--- src/rtl/wan_time_setter_if.sv ---
// Panel-button / calendar-load bundle for wan_time_setter.
// Master drives buttons and running time; slave returns working values and strobe.
interface wan_time_setter_if;
    logic        btn_mode;
    logic        btn_inc;
    logic        btn_dec;
    logic        btn_ok;
    logic        btn_esc;
    logic [11:0] cur_year;
    logic [3:0]  cur_mon;
    logic [2:0]  cur_week;
    logic [4:0]  cur_day;
    logic [4:0]  cur_hour;
    logic [5:0]  cur_min;
    logic [5:0]  cur_sec;
    logic [11:0] year_set;
    logic [3:0]  mon_set;
    logic [2:0]  week_set;
    logic [4:0]  day_set;
    logic [4:0]  hour_set;
    logic [5:0]  min_set;
    logic [5:0]  sec_set;
    logic        time_set;
    logic        edit_active;
    logic [2:0]  field_sel;

    modport master (
        output btn_mode, btn_inc, btn_dec, btn_ok, btn_esc,
        output cur_year, cur_mon, cur_week, cur_day, cur_hour, cur_min, cur_sec,
        input  year_set, mon_set, week_set, day_set, hour_set, min_set, sec_set,
        input  time_set, edit_active, field_sel
    );

    modport slave (
        input  btn_mode, btn_inc, btn_dec, btn_ok, btn_esc,
        input  cur_year, cur_mon, cur_week, cur_day, cur_hour, cur_min, cur_sec,
        output year_set, mon_set, week_set, day_set, hour_set, min_set, sec_set,
        output time_set, edit_active, field_sel
    );
endinterface

--- src/rtl/wan_time_setter.sv ---
// Calendar time-set front end: snapshot, per-field edit with leap/day clamp, timed commit strobe.
// Optional cursor blink output enabled by defining WAN_TIME_SETTER_BLINK_EN.
module wan_time_setter #(
    parameter int TSET_CYCLES    = 2,
    parameter int TIMEOUT_CYCLES = 600
`ifdef WAN_TIME_SETTER_BLINK_EN
    ,
    parameter int BLINK_DIV      = 5
`endif
) (
    input  logic clk,
    input  logic rst,
    wan_time_setter_if.slave bus
`ifdef WAN_TIME_SETTER_BLINK_EN
    ,
    output logic blink
`endif
);

    typedef enum logic [3:0] {
        IDLE   = 4'd0,
        E_YEAR = 4'd1,
        E_MON  = 4'd2,
        E_DAY  = 4'd3,
        E_WEEK = 4'd4,
        E_HOUR = 4'd5,
        E_MIN  = 4'd6,
        E_SEC  = 4'd7,
        COMMIT = 4'd8
    } state_t;

    localparam int TSW = (TSET_CYCLES > 1) ? $clog2(TSET_CYCLES) : 1;
    localparam int TOW = (TIMEOUT_CYCLES > 1) ? $clog2(TIMEOUT_CYCLES) : 1;
    localparam logic [TSW-1:0] TS_LAST = TSW'((TSET_CYCLES > 0) ? TSET_CYCLES - 1 : 0);
    localparam logic [TOW-1:0] TO_LAST = TOW'((TIMEOUT_CYCLES > 0) ? TIMEOUT_CYCLES - 1 : 0);

    state_t          state_reg, state_next;
    logic [11:0]     year_reg, year_next;
    logic [3:0]      mon_reg, mon_next;
    logic [2:0]      week_reg, week_next;
    logic [4:0]      day_reg, day_next;
    logic [4:0]      hour_reg, hour_next;
    logic [5:0]      min_reg, min_next;
    logic [5:0]      sec_reg, sec_next;
    logic [TSW-1:0]  ts_cnt_reg, ts_cnt_next;
    logic [TOW-1:0]  to_cnt_reg, to_cnt_next;
    logic            time_set_reg;
    logic [3:0]      state_code;
    logic            any_btn, step_up, step_dn;
    logic [4:0]      dim_new;

    function automatic logic [4:0] dim(input logic [11:0] y, input logic [3:0] m);
        case (m)
            4'd4, 4'd6, 4'd9, 4'd11: return 5'd30;
            4'd2:    return (y[1:0] == 2'b00 && y != 12'd2100) ? 5'd29 : 5'd28;
            default: return 5'd31;
        endcase
    endfunction

    // Out-of-range values snap to the minimum on their first step.
    function automatic logic [11:0] step_val(input logic [11:0] v, input logic [11:0] lo,
                                             input logic [11:0] hi, input logic up);
        if (v < lo || v > hi) return lo;
        if (up) return (v == hi) ? lo : v + 12'd1;
        return (v == lo) ? hi : v - 12'd1;
    endfunction

    assign state_code = state_reg;
    assign any_btn    = bus.btn_mode | bus.btn_inc | bus.btn_dec | bus.btn_ok | bus.btn_esc;
    assign step_up    = bus.btn_inc & ~bus.btn_dec;
    assign step_dn    = bus.btn_dec & ~bus.btn_inc;

    always_comb begin
        state_next  = state_reg;
        year_next   = year_reg;
        mon_next    = mon_reg;
        week_next   = week_reg;
        day_next    = day_reg;
        hour_next   = hour_reg;
        min_next    = min_reg;
        sec_next    = sec_reg;
        ts_cnt_next = ts_cnt_reg;
        to_cnt_next = to_cnt_reg;
        dim_new     = 5'd31;
        case (state_reg)
            IDLE: begin
                if (bus.btn_mode) begin
                    state_next  = E_YEAR;
                    year_next   = bus.cur_year;
                    mon_next    = bus.cur_mon;
                    week_next   = bus.cur_week;
                    day_next    = bus.cur_day;
                    hour_next   = bus.cur_hour;
                    min_next    = bus.cur_min;
                    sec_next    = bus.cur_sec;
                    to_cnt_next = '0;
                end
            end
            COMMIT: begin
                if (ts_cnt_reg == TS_LAST) begin
                    state_next  = IDLE;
                    ts_cnt_next = '0;
                end else begin
                    ts_cnt_next = ts_cnt_reg + 1'b1;
                end
            end
            E_YEAR, E_MON, E_DAY, E_WEEK, E_HOUR, E_MIN, E_SEC: begin
                if (any_btn) begin
                    to_cnt_next = '0;
                end else if (TIMEOUT_CYCLES != 0) begin
                    if (to_cnt_reg == TO_LAST) begin
                        state_next  = IDLE;
                        to_cnt_next = '0;
                    end else begin
                        to_cnt_next = to_cnt_reg + 1'b1;
                    end
                end

                if (bus.btn_esc) begin
                    state_next = IDLE;
                end else if (bus.btn_ok) begin
                    state_next  = COMMIT;
                    ts_cnt_next = '0;
                end else if (bus.btn_mode) begin
                    state_next = (state_reg == E_SEC) ? E_YEAR : state_t'(state_code + 4'd1);
                end else if (step_up || step_dn) begin
                    case (state_reg)
                        E_YEAR: year_next = step_val(year_reg, 12'd2000, 12'd2199, step_up);
                        E_MON:  mon_next  = 4'(step_val(12'(mon_reg), 12'd1, 12'd12, step_up));
                        E_DAY:  day_next  = 5'(step_val(12'(day_reg), 12'd1,
                                                        12'(dim(year_reg, mon_reg)), step_up));
                        E_WEEK: week_next = 3'(step_val(12'(week_reg), 12'd1, 12'd7, step_up));
                        E_HOUR: hour_next = 5'(step_val(12'(hour_reg), 12'd0, 12'd23, step_up));
                        E_MIN:  min_next  = 6'(step_val(12'(min_reg), 12'd0, 12'd59, step_up));
                        default: sec_next = 6'(step_val(12'(sec_reg), 12'd0, 12'd59, step_up));
                    endcase
                    // Year or month change pulls the day down into the new month.
                    if (state_reg == E_YEAR || state_reg == E_MON) begin
                        dim_new = dim(year_next, mon_next);
                        if (day_reg > dim_new) day_next = dim_new;
                    end
                end
            end
            default: state_next = IDLE;
        endcase
    end

    always_ff @(posedge clk) begin
        if (!rst) begin
            state_reg    <= IDLE;
            year_reg     <= 12'd2000;
            mon_reg      <= 4'd1;
            week_reg     <= 3'd6;
            day_reg      <= 5'd1;
            hour_reg     <= '0;
            min_reg      <= '0;
            sec_reg      <= '0;
            ts_cnt_reg   <= '0;
            to_cnt_reg   <= '0;
            time_set_reg <= 1'b0;
        end else begin
            state_reg    <= state_next;
            year_reg     <= year_next;
            mon_reg      <= mon_next;
            week_reg     <= week_next;
            day_reg      <= day_next;
            hour_reg     <= hour_next;
            min_reg      <= min_next;
            sec_reg      <= sec_next;
            ts_cnt_reg   <= ts_cnt_next;
            to_cnt_reg   <= to_cnt_next;
            time_set_reg <= (state_next == COMMIT);
        end
    end

    assign bus.year_set    = year_reg;
    assign bus.mon_set     = mon_reg;
    assign bus.week_set    = week_reg;
    assign bus.day_set     = day_reg;
    assign bus.hour_set    = hour_reg;
    assign bus.min_set     = min_reg;
    assign bus.sec_set     = sec_reg;
    assign bus.time_set    = time_set_reg;
    assign bus.edit_active = (state_reg != IDLE);
    assign bus.field_sel   = state_code[3] ? 3'd0 : state_code[2:0];

`ifdef WAN_TIME_SETTER_BLINK_EN
    localparam int BW = (BLINK_DIV > 1) ? $clog2(BLINK_DIV) : 1;
    localparam logic [BW-1:0] BLINK_LAST = BW'((BLINK_DIV > 0) ? BLINK_DIV - 1 : 0);

    logic          blink_reg;
    logic [BW-1:0] div_reg;
    logic          next_edit;

    assign next_edit = (state_next != IDLE) && (state_next != COMMIT);

    always_ff @(posedge clk) begin
        if (!rst || !next_edit) begin
            blink_reg <= 1'b0;
            div_reg   <= '0;
        end else if (bus.btn_inc || bus.btn_dec || bus.btn_mode) begin
            blink_reg <= 1'b1;
            div_reg   <= '0;
        end else if (div_reg == BLINK_LAST) begin
            blink_reg <= ~blink_reg;
            div_reg   <= '0;
        end else begin
            div_reg   <= div_reg + 1'b1;
        end
    end

    assign blink = blink_reg;
`endif

endmodule
--- src/flat_wrapper.sv ---
// flat-port wrapper written by rule: the top's interface ports become plain ports
module wan_time_setter_flat 
#(
    parameter int TSET_CYCLES    = 2,
    parameter int TIMEOUT_CYCLES = 600

)
  (clk, rst, bus_btn_mode, bus_btn_inc, bus_btn_dec, bus_btn_ok, bus_btn_esc, bus_cur_year, bus_cur_mon, bus_cur_week, bus_cur_day, bus_cur_hour, bus_cur_min, bus_cur_sec, bus_year_set, bus_mon_set, bus_week_set, bus_day_set, bus_hour_set, bus_min_set, bus_sec_set, bus_time_set, bus_edit_active, bus_field_sel);
  wan_time_setter_if bus_i ();
  input  logic clk;
  input  logic rst;
  input wire logic [$bits(bus_i.btn_mode)-1:0] bus_btn_mode;
  input wire logic [$bits(bus_i.btn_inc)-1:0] bus_btn_inc;
  input wire logic [$bits(bus_i.btn_dec)-1:0] bus_btn_dec;
  input wire logic [$bits(bus_i.btn_ok)-1:0] bus_btn_ok;
  input wire logic [$bits(bus_i.btn_esc)-1:0] bus_btn_esc;
  input wire logic [$bits(bus_i.cur_year)-1:0] bus_cur_year;
  input wire logic [$bits(bus_i.cur_mon)-1:0] bus_cur_mon;
  input wire logic [$bits(bus_i.cur_week)-1:0] bus_cur_week;
  input wire logic [$bits(bus_i.cur_day)-1:0] bus_cur_day;
  input wire logic [$bits(bus_i.cur_hour)-1:0] bus_cur_hour;
  input wire logic [$bits(bus_i.cur_min)-1:0] bus_cur_min;
  input wire logic [$bits(bus_i.cur_sec)-1:0] bus_cur_sec;
  output wire logic [$bits(bus_i.year_set)-1:0] bus_year_set;
  output wire logic [$bits(bus_i.mon_set)-1:0] bus_mon_set;
  output wire logic [$bits(bus_i.week_set)-1:0] bus_week_set;
  output wire logic [$bits(bus_i.day_set)-1:0] bus_day_set;
  output wire logic [$bits(bus_i.hour_set)-1:0] bus_hour_set;
  output wire logic [$bits(bus_i.min_set)-1:0] bus_min_set;
  output wire logic [$bits(bus_i.sec_set)-1:0] bus_sec_set;
  output wire logic [$bits(bus_i.time_set)-1:0] bus_time_set;
  output wire logic [$bits(bus_i.edit_active)-1:0] bus_edit_active;
  output wire logic [$bits(bus_i.field_sel)-1:0] bus_field_sel;
  assign bus_i.btn_mode = bus_btn_mode;
  assign bus_i.btn_inc = bus_btn_inc;
  assign bus_i.btn_dec = bus_btn_dec;
  assign bus_i.btn_ok = bus_btn_ok;
  assign bus_i.btn_esc = bus_btn_esc;
  assign bus_i.cur_year = bus_cur_year;
  assign bus_i.cur_mon = bus_cur_mon;
  assign bus_i.cur_week = bus_cur_week;
  assign bus_i.cur_day = bus_cur_day;
  assign bus_i.cur_hour = bus_cur_hour;
  assign bus_i.cur_min = bus_cur_min;
  assign bus_i.cur_sec = bus_cur_sec;
  assign bus_year_set = bus_i.year_set;
  assign bus_mon_set = bus_i.mon_set;
  assign bus_week_set = bus_i.week_set;
  assign bus_day_set = bus_i.day_set;
  assign bus_hour_set = bus_i.hour_set;
  assign bus_min_set = bus_i.min_set;
  assign bus_sec_set = bus_i.sec_set;
  assign bus_time_set = bus_i.time_set;
  assign bus_edit_active = bus_i.edit_active;
  assign bus_field_sel = bus_i.field_sel;
  wan_time_setter #(.TSET_CYCLES(TSET_CYCLES), .TIMEOUT_CYCLES(TIMEOUT_CYCLES)) u_core (.clk(clk), .rst(rst), .bus(bus_i));
endmodule
--- config.mk ---
export PLATFORM = sky130hd
export DESIGN_NAME = wan_time_setter_flat
export DESIGN_NICKNAME = d
export VERILOG_FILES = /design/src/rtl/wan_time_setter_if.sv /design/src/rtl/wan_time_setter.sv /design/src/flat_wrapper.sv
export SDC_FILE = /design/constraint.sdc
export NUM_CORES = 1
export LEC_CHECK = 0
export CORE_MARGIN = 2
export CORE_UTILIZATION = 50
export CTS_BUF_LIST = sky130_fd_sc_hd__clkbuf_4
export CTS_CLUSTER_SIZE = 25
export DETAILED_ROUTE_END_ITERATION = 8
export PLACE_DENSITY = 0.79
export SLEW_MARGIN = 20
export SYNTH_ARGS = -nofsm -noshare
export SYNTH_HDL_FRONTEND = slang
export SYNTH_SLANG_ARGS = --single-unit
--- constraint.sdc ---
create_clock -name clk -period 3.5 [get_ports clk]
set_input_delay 0.525 -clock clk [delete_from_list [all_inputs] [get_ports clk]]
set_output_delay 0.525 -clock clk [all_outputs]
set_load 0.01 [all_outputs]
* Yosys cells after proc, flatten, opt, wreduce, memory -nomap -nowiden
Cells that the tools add are included.
** Operators by class
- Bitwise logic cells :: 8
- Order comparisons :: 11
- Equal/unequal tests :: 43
- Mux-type cells :: 236
- Reductions and logical operators :: 27
- Add/subtract/negate cells :: 17
** Operators with widths (number)
- 2-to-1 mux 12 bit :: 17
- 2-to-1 mux 5 bit :: 38
- 2-to-1 mux 6 bit :: 24
- 2-to-1 mux 1 bit :: 104
- 2-to-1 mux 4 bit :: 25
- case mux 5 bit (2 select lines) :: 4
- 2-to-1 mux 3 bit :: 13
- equality test 4 x 3 -> 1 bit, second input constant :: 8
- 2-to-1 mux 10 bit :: 3
- equality test 4 bit, second input constant :: 7
- AND reduction 7 bit :: 4
- inequality test 12 bit, second input constant :: 2
- case mux 12 bit (2 select lines) :: 1
- case mux 6 bit (2 select lines) :: 2
- case mux 10 bit (2 select lines) :: 1
- equality test 4 x 2 -> 1 bit, second input constant :: 4
- adder 12 x 1 -> 12 bit, second input constant :: 1
- adder 6 x 1 -> 6 bit, second input constant :: 2
- equality test 12 x 11 -> 1 bit, second input constant :: 1
- equality test 12 bit, second input constant :: 1
- equality test 6 bit, second input constant :: 2
- greater-than comparator 12 bit, second input constant :: 1
- greater-than comparator 6 bit, second input constant :: 2
- zero test 6 bit :: 2
- 46 further kinds :: 73
** Storage, ports and cells
- Output and inout bits :: 46
- Word-level logic and storage cells :: 353
- Input port bits :: 48
- Register bits after elaboration :: 57

* Logic depth before layout (Yosys ltp)
- Depth after elaboration :: 42
- Mapped depth :: 19
- Mapped depth without buffers :: 18

* Least setup slack after synthesis
OpenSTA, ideal clock, no wires.
- Path kind :: input -> register
- Start point :: input bus_btn_dec
- End point :: register u_core.day_reg[1] (netlist: u_core.bus.day_set[1])
- Buffers on the path :: 1
- Cell stages on the path :: 16
- Setup slack :: -81 ps
- Data required time :: 3405 ps
- Data arrival time :: 3486 ps
- Setup time :: 95 ps
- Cell sequence :: inv_1 > ha_1 > buf_2 > nor3_1 > o221ai_1 > a2bb2oi_1 > and2_1 > and3_1 > nand2_1 > and4bb_4 > nor2_1 > ha_1 > a2111oi_4 > a211oi_1 > a211o_1 > a221oi_1
** On the way
- Longest elaborated chain between the ends :: 36
- Elaborated cells on any way between the ends :: 75
- Classes of those cells :: 1 x order compare; 7 x eq/ne; 59 x mux; 3 x bitwise; 5 x reduce/logical
** RTL lines
- from (decl) :: line flat_wrapper.sv:14 : input wire logic [$bits(bus_i.btn_dec)-1:0] bus_btn_dec;
- NOT 1 bit :: line wan_time_setter.sv:70 : assign step_up = bus.btn_inc & ~bus.btn_dec;
- AND 1 bit :: line wan_time_setter.sv:70
- 2-to-1 mux 1 bit (2 in a row) :: line wan_time_setter.sv:64 : if (up) return (v == hi) ? lo : v + 12'd1;
- 2-to-1 mux 1 bit :: line wan_time_setter.sv:127 : case (state_reg)
- 2-to-1 mux 1 bit :: line wan_time_setter.sv:126 : end else if (step_up || step_dn) begin
- 2-to-1 mux 1 bit :: line wan_time_setter.sv:124 : end else if (bus.btn_mode) begin
- 2-to-1 mux 1 bit :: line wan_time_setter.sv:121 : end else if (bus.btn_ok) begin
- 2-to-1 mux 1 bit :: line wan_time_setter.sv:119 : if (bus.btn_esc) begin
- [... 19 more ...]
- greater-than comparator 5 bit :: line wan_time_setter.sv:140 : if (day_reg > dim_new) day_next = dim_new;
- 2-to-1 mux 5 bit :: line wan_time_setter.sv:140
- 2-to-1 mux 5 bit :: line wan_time_setter.sv:138 : if (state_reg == E_YEAR || state_reg == E_MON) begin
- 2-to-1 mux 5 bit :: line wan_time_setter.sv:126
- 2-to-1 mux 5 bit :: line wan_time_setter.sv:124
- 2-to-1 mux 5 bit :: line wan_time_setter.sv:121
- 2-to-1 mux 5 bit :: line wan_time_setter.sv:119
- case mux 5 bit (2 select lines) :: line wan_time_setter.sv:85 : case (state_reg)
- to (signal assigned) :: line wan_time_setter.sv:166 : day_reg <= day_next;
- to (decl) :: line wan_time_setter.sv:41 : logic [4:0] day_reg, day_next;
Parallel ways exist; a longest one is shown, timed or not. The select of a mux whose other input is x is not followed.
A chain may end at the register's enable or synchronous reset.

* Final worst setup path
- Start point :: register u_core.mon_reg[0] (netlist: u_core.bus.mon_set[0])
- End point :: register u_core.day_reg[1] (netlist: u_core.bus.day_set[1])
** On the way
- Longest elaborated chain between the ends :: 33
- Elaborated cells on any way between the ends :: 75
- Classes of those cells :: 2 x add/sub; 4 x order compare; 13 x eq/ne; 52 x mux; 4 x reduce/logical
** RTL lines
- from (decl) :: line wan_time_setter.sv:39 : logic [3:0] mon_reg, mon_next;
- from (signal assigned) :: line wan_time_setter.sv:164 : mon_reg <= mon_next;
- less-than comparator 4 x 1 -> 1 bit or greater-than comparator 4 bit (tied branches) :: line wan_time_setter.sv:63 : if (v < lo || v > hi) return lo;
- logical OR 1 bit :: line wan_time_setter.sv:63
- 2-to-1 mux 1 bit :: line wan_time_setter.sv:63
- 2-to-1 mux 1 bit :: line wan_time_setter.sv:127
- 2-to-1 mux 1 bit :: line wan_time_setter.sv:126
- 2-to-1 mux 1 bit :: line wan_time_setter.sv:124
- 2-to-1 mux 1 bit :: line wan_time_setter.sv:121
- 2-to-1 mux 1 bit :: line wan_time_setter.sv:119
- [... 17 more ...]
- greater-than comparator 5 bit :: line wan_time_setter.sv:140
- 2-to-1 mux 5 bit :: line wan_time_setter.sv:140
- 2-to-1 mux 5 bit (*) :: line wan_time_setter.sv:138
- 2-to-1 mux 5 bit (*) :: line wan_time_setter.sv:126
- 2-to-1 mux 5 bit (*) :: line wan_time_setter.sv:124
- 2-to-1 mux 5 bit (*) :: line wan_time_setter.sv:121
- 2-to-1 mux 5 bit (*) :: line wan_time_setter.sv:119
- case mux 5 bit (2 select lines) (*) :: line wan_time_setter.sv:85
Every way passes the cells marked *; elsewhere a longest branch is shown, timed or not. The select of a mux whose other input is x is not followed.

==> metrics.md <==
| Metric | Value |
|---|---|
| Violated checks | `negative setup slack` |
| Critical path arrival | `3.94 ns` |
| Final GP Congestion | `0.990` |
| Relative slew margins | `60.3%` |
| Avg Vias per Cell | `6.21` |
| Max Fclk | `279 MHz` |
| CP max FO | `7` |
| Commonest non-fill, non-tap cell in the layout | `nor2_1` |
| CP max stage delay | `0.39 ns` |
| Share of cells above drive strength 1 | `18.4%` |
| CP Class | `reg2reg` |
| Fin crit period | `3.58 ns` |
| First-pass GRT wire length | `28.1 mm` |
| Final non-filler cell area | `0.00706 sq mm` |
| Status | `finished, violations left` |
| Via count | `6,350` |
| Die W | `107 microns` |
| WP data required | `3.86 ns` |
| CTS sink cnt | `57` |
| Worst-Margin Slew | `0.588 ns` |
| Iter 0 DRT Violations | `496` |
| Number of flip-flops in the largest register | `12` |
| H-tree depth | `3` |
| R2r setup slk | `-0.08 ns` |
| Ports | `94` |
| Flops & latches, synth | `57` |
| Area grow syn2layout | `34.1%` |
| Critical path's most frequent cell | `mux2_2` |
| CORE AREA | `0.0103 sq mm` |
| Worst setup EP type | `flop` |
| Top Family by Delay on Critical Path | `compound AO/OA/AOI/OAI gates` |
| All-Layer GR Usage | `30.1%` |
| Total power | `2.83 mW` |
| GRT met3 Usage | `5.96%` |
| TritonCTS clock tree | `yes` |
| Dominant synthesized flop cell | `dfxtp_1` |
| Max-cap violations | `0` |
| Cell area power density | `401 mW/mm^2` |
| Global route overflow | `0` |
| Largest net degree at the start of global routing | `38` |
| Sum of buffers and inverters on the critical path | `2` |
| Dpl hpwl | `12.1 mm` |
| M1 GR Usage | `38.9%` |
| Leakage power | `2.68 nW` |
| Peak supply drop | `0.202 mV` |
| Skew final | `0.0221 ns` |
| Seq/Total Area, Yosys | `21.7%` |
| Setup slack after layout | `-0.0846 ns` |
| Number of synthesized flops with an enable pin | `0` |
| Antenna-violating nets left | `0` |
| Placement Cell Area | `0.00667 sq mm` |
| Remaining DRCs | `0` |
| GR Util met2 | `49.7%` |
| Clk_lat worst skew | `0.44 ns` |
| Fin. Hold Viols | `0` |
| Synth warn | `0` |
| TritonCTS buffer count | `9` |
| Routed len/inst | `17.3 microns` |
| Ys async rst share | `0%` |
| Number of global-route vias before repair | `5,924` |
| Clk root buf | `clkbuf_4` |
| Most frequent cells in the layout | `nor2_1, clkdlybuf4s50_1, buf_4` |
| Syn nets | `820` |
| Port Buffers | `93` |
| Layout Nets | `962` |
| Crit-path cells | `inv_1 -> ha_2 -> mux2_2 -> nand3_1 -> o21ai_0 -> a22oi_2 -> mux2_2 -> a31o_2 -> nor2_4 -> ha_4 -> a2111oi_4 -> buf_4 -> a211oi_2 -> a211o_1 -> a221oi_2` |
| Die area | `0.0114 sq mm` |
| Maximum root-to-sink buffer count | `2` |
| First-pass DRT Iterations | `8` |
| Max Transition Viols Final | `0` |
| Most used routing layer | `met2` |
| Period utilization | `102%` |
| Antenna Cells | `0` |
| Leading area contributor after synthesis | `dfxtp_1` |
| Mean Syn Cell Area | `7.12 sq um` |
| Die Ht | `107 microns` |
| Area of the mapped netlist | `0.00527 sq mm` |
| Slowest CP cell | `dfxtp_2` |
| CTS clk-pin slew, worst paths | `0.13 ns` |
| Post-synth cell types | `79` |
| Routed wire length | `17.7 mm` |
| Setup-failing EPs final | `4` |
| RSZ-0062 raised after global routing | `yes` |
| Initial antenna violation count | `0` |
| Starting density of the core | `51.3%` |
| Synth top area cells | `dfxtp_1, ha_1, nor2_1` |
| Hold crit path type | `reg2reg` |
| Area share of the largest cell type after synthesis | `21.7%` |
| Startpoint types | `flop` |
| Syn Inst Count | `740` |
| Row count | `37` |
| Dpl ws | `-0.796 ns` |
## logic make-up after synthesis
logic type / share of synthesized area, %
buffers and inverters: 7.91
DFF: 21.7
xor gates and xnor gates: 4.16
muxes: 0.998
and+or+nand+nor: 28.2
adders and majority gates: 7.60
AOI/OAI and AO/OA: 29.5
## per-stage QoR
stage	TNS, ns	utilization (%)	hold slack [ns]	cells
after global placement	-3.08	64.9	0.461	991
after global routing	-0.976	68.7	0.518	1023
after detailed placement	-3.66	64.9	0.487	991
final	-0.180	68.7	0.514	1023
after CTS	-0.0356	67.3	0.507	1017
after floorplan	-0.0699	-	0.449	740
## worst paths after layout
check	startpoint	end	depth (start not counted)
min	u_core.to_cnt_reg[1]	u_core.to_cnt_reg[1]	2
max	u_core.bus.mon_set[0]	u_core.bus.day_set[1]	15
min reg2reg	u_core.to_cnt_reg[1]	u_core.to_cnt_reg[1]	2
max reg2reg	u_core.bus.mon_set[0]	u_core.bus.day_set[1]	15
## cell type report
type | instances | area (sq um)
fill | 865 | 3220
sequential | 57 | 1150
clock inverter | 7 | 46.3
tap | 136 | 170
multi-input combinational | 595 | 3880
timing repair buffer | 184 | 1620
inverter | 35 | 131
clock buffer | 9 | 67.6
## power by group
| group | leakage, nW | switching, mW | internal (mW) |
|---|---|---|---|
| logic | 2.16 | 0.803 | 0.703 |
| registers | 0.466 | 0.154 | 0.722 |
| clock network | 0.0581 | 0.308 | 0.144 |
## Yosys cell counts, types with 3 or more instances
| cell | count |
|---|---|
| a211o_1 | 3 |
| a211oi_1 | 27 |
| a21oi_1 | 57 |
| a221oi_1 | 3 |
| a22oi_1 | 11 |
| a311oi_1 | 4 |
| a31oi_1 | 9 |
| a32oi_1 | 7 |
| and2_1 | 8 |
| and3_1 | 5 |
| buf_1 | 4 |
| buf_2 | 7 |
| clkbuf_1 | 33 |
| clkbuf_8 | 6 |
| dfxtp_1 | 57 |
| ha_1 | 32 |
| inv_1 | 34 |
| mux2i_1 | 3 |
| nand2_1 | 81 |
| nand2b_1 | 3 |
| nand3_1 | 26 |
| nand3b_1 | 4 |
| nand4_1 | 8 |
| nor2_1 | 97 |
| nor2b_1 | 5 |
| nor3_1 | 25 |
| nor3b_1 | 5 |
| nor4_1 | 5 |
| nor4b_1 | 4 |
| o211ai_1 | 15 |
| o21a_1 | 5 |
| o21ai_0 | 51 |
| o221ai_1 | 6 |
| o22ai_1 | 4 |
| or3_1 | 5 |
| xnor2_1 | 14 |
| xor2_1 | 11 |
## repair_timing
item,CTS,global route
buffers inserted,10,6
hold buffers,0,0
endpoints found under the setup margin,5,5
gates cloned,0,0
gates resized for setup,19,19
pin swaps,17,9
endpoints found under the hold margin,0,0
## routing by layer
| metal | wire (microns) | up-vias | part of all wire, % |
|---|---|---|---|
| li1 | - | 2982 | - |
| met2 | 8330 | 380 | 47 |
| met5 | 0 | - | 0 |
| met4 | 534 | 0 | 3.0 |
| met1 | 7260 | 2916 | 41 |
| met3 | 1550 | 72 | 8.8 |
## worst min-delay path, stage by stage, from the launching register on
cell and delay [ns]:
dfxtp_1 0.36, nand2_1 0.07, a21oi_1 0.06
Power figures use the tool's default switching activity.
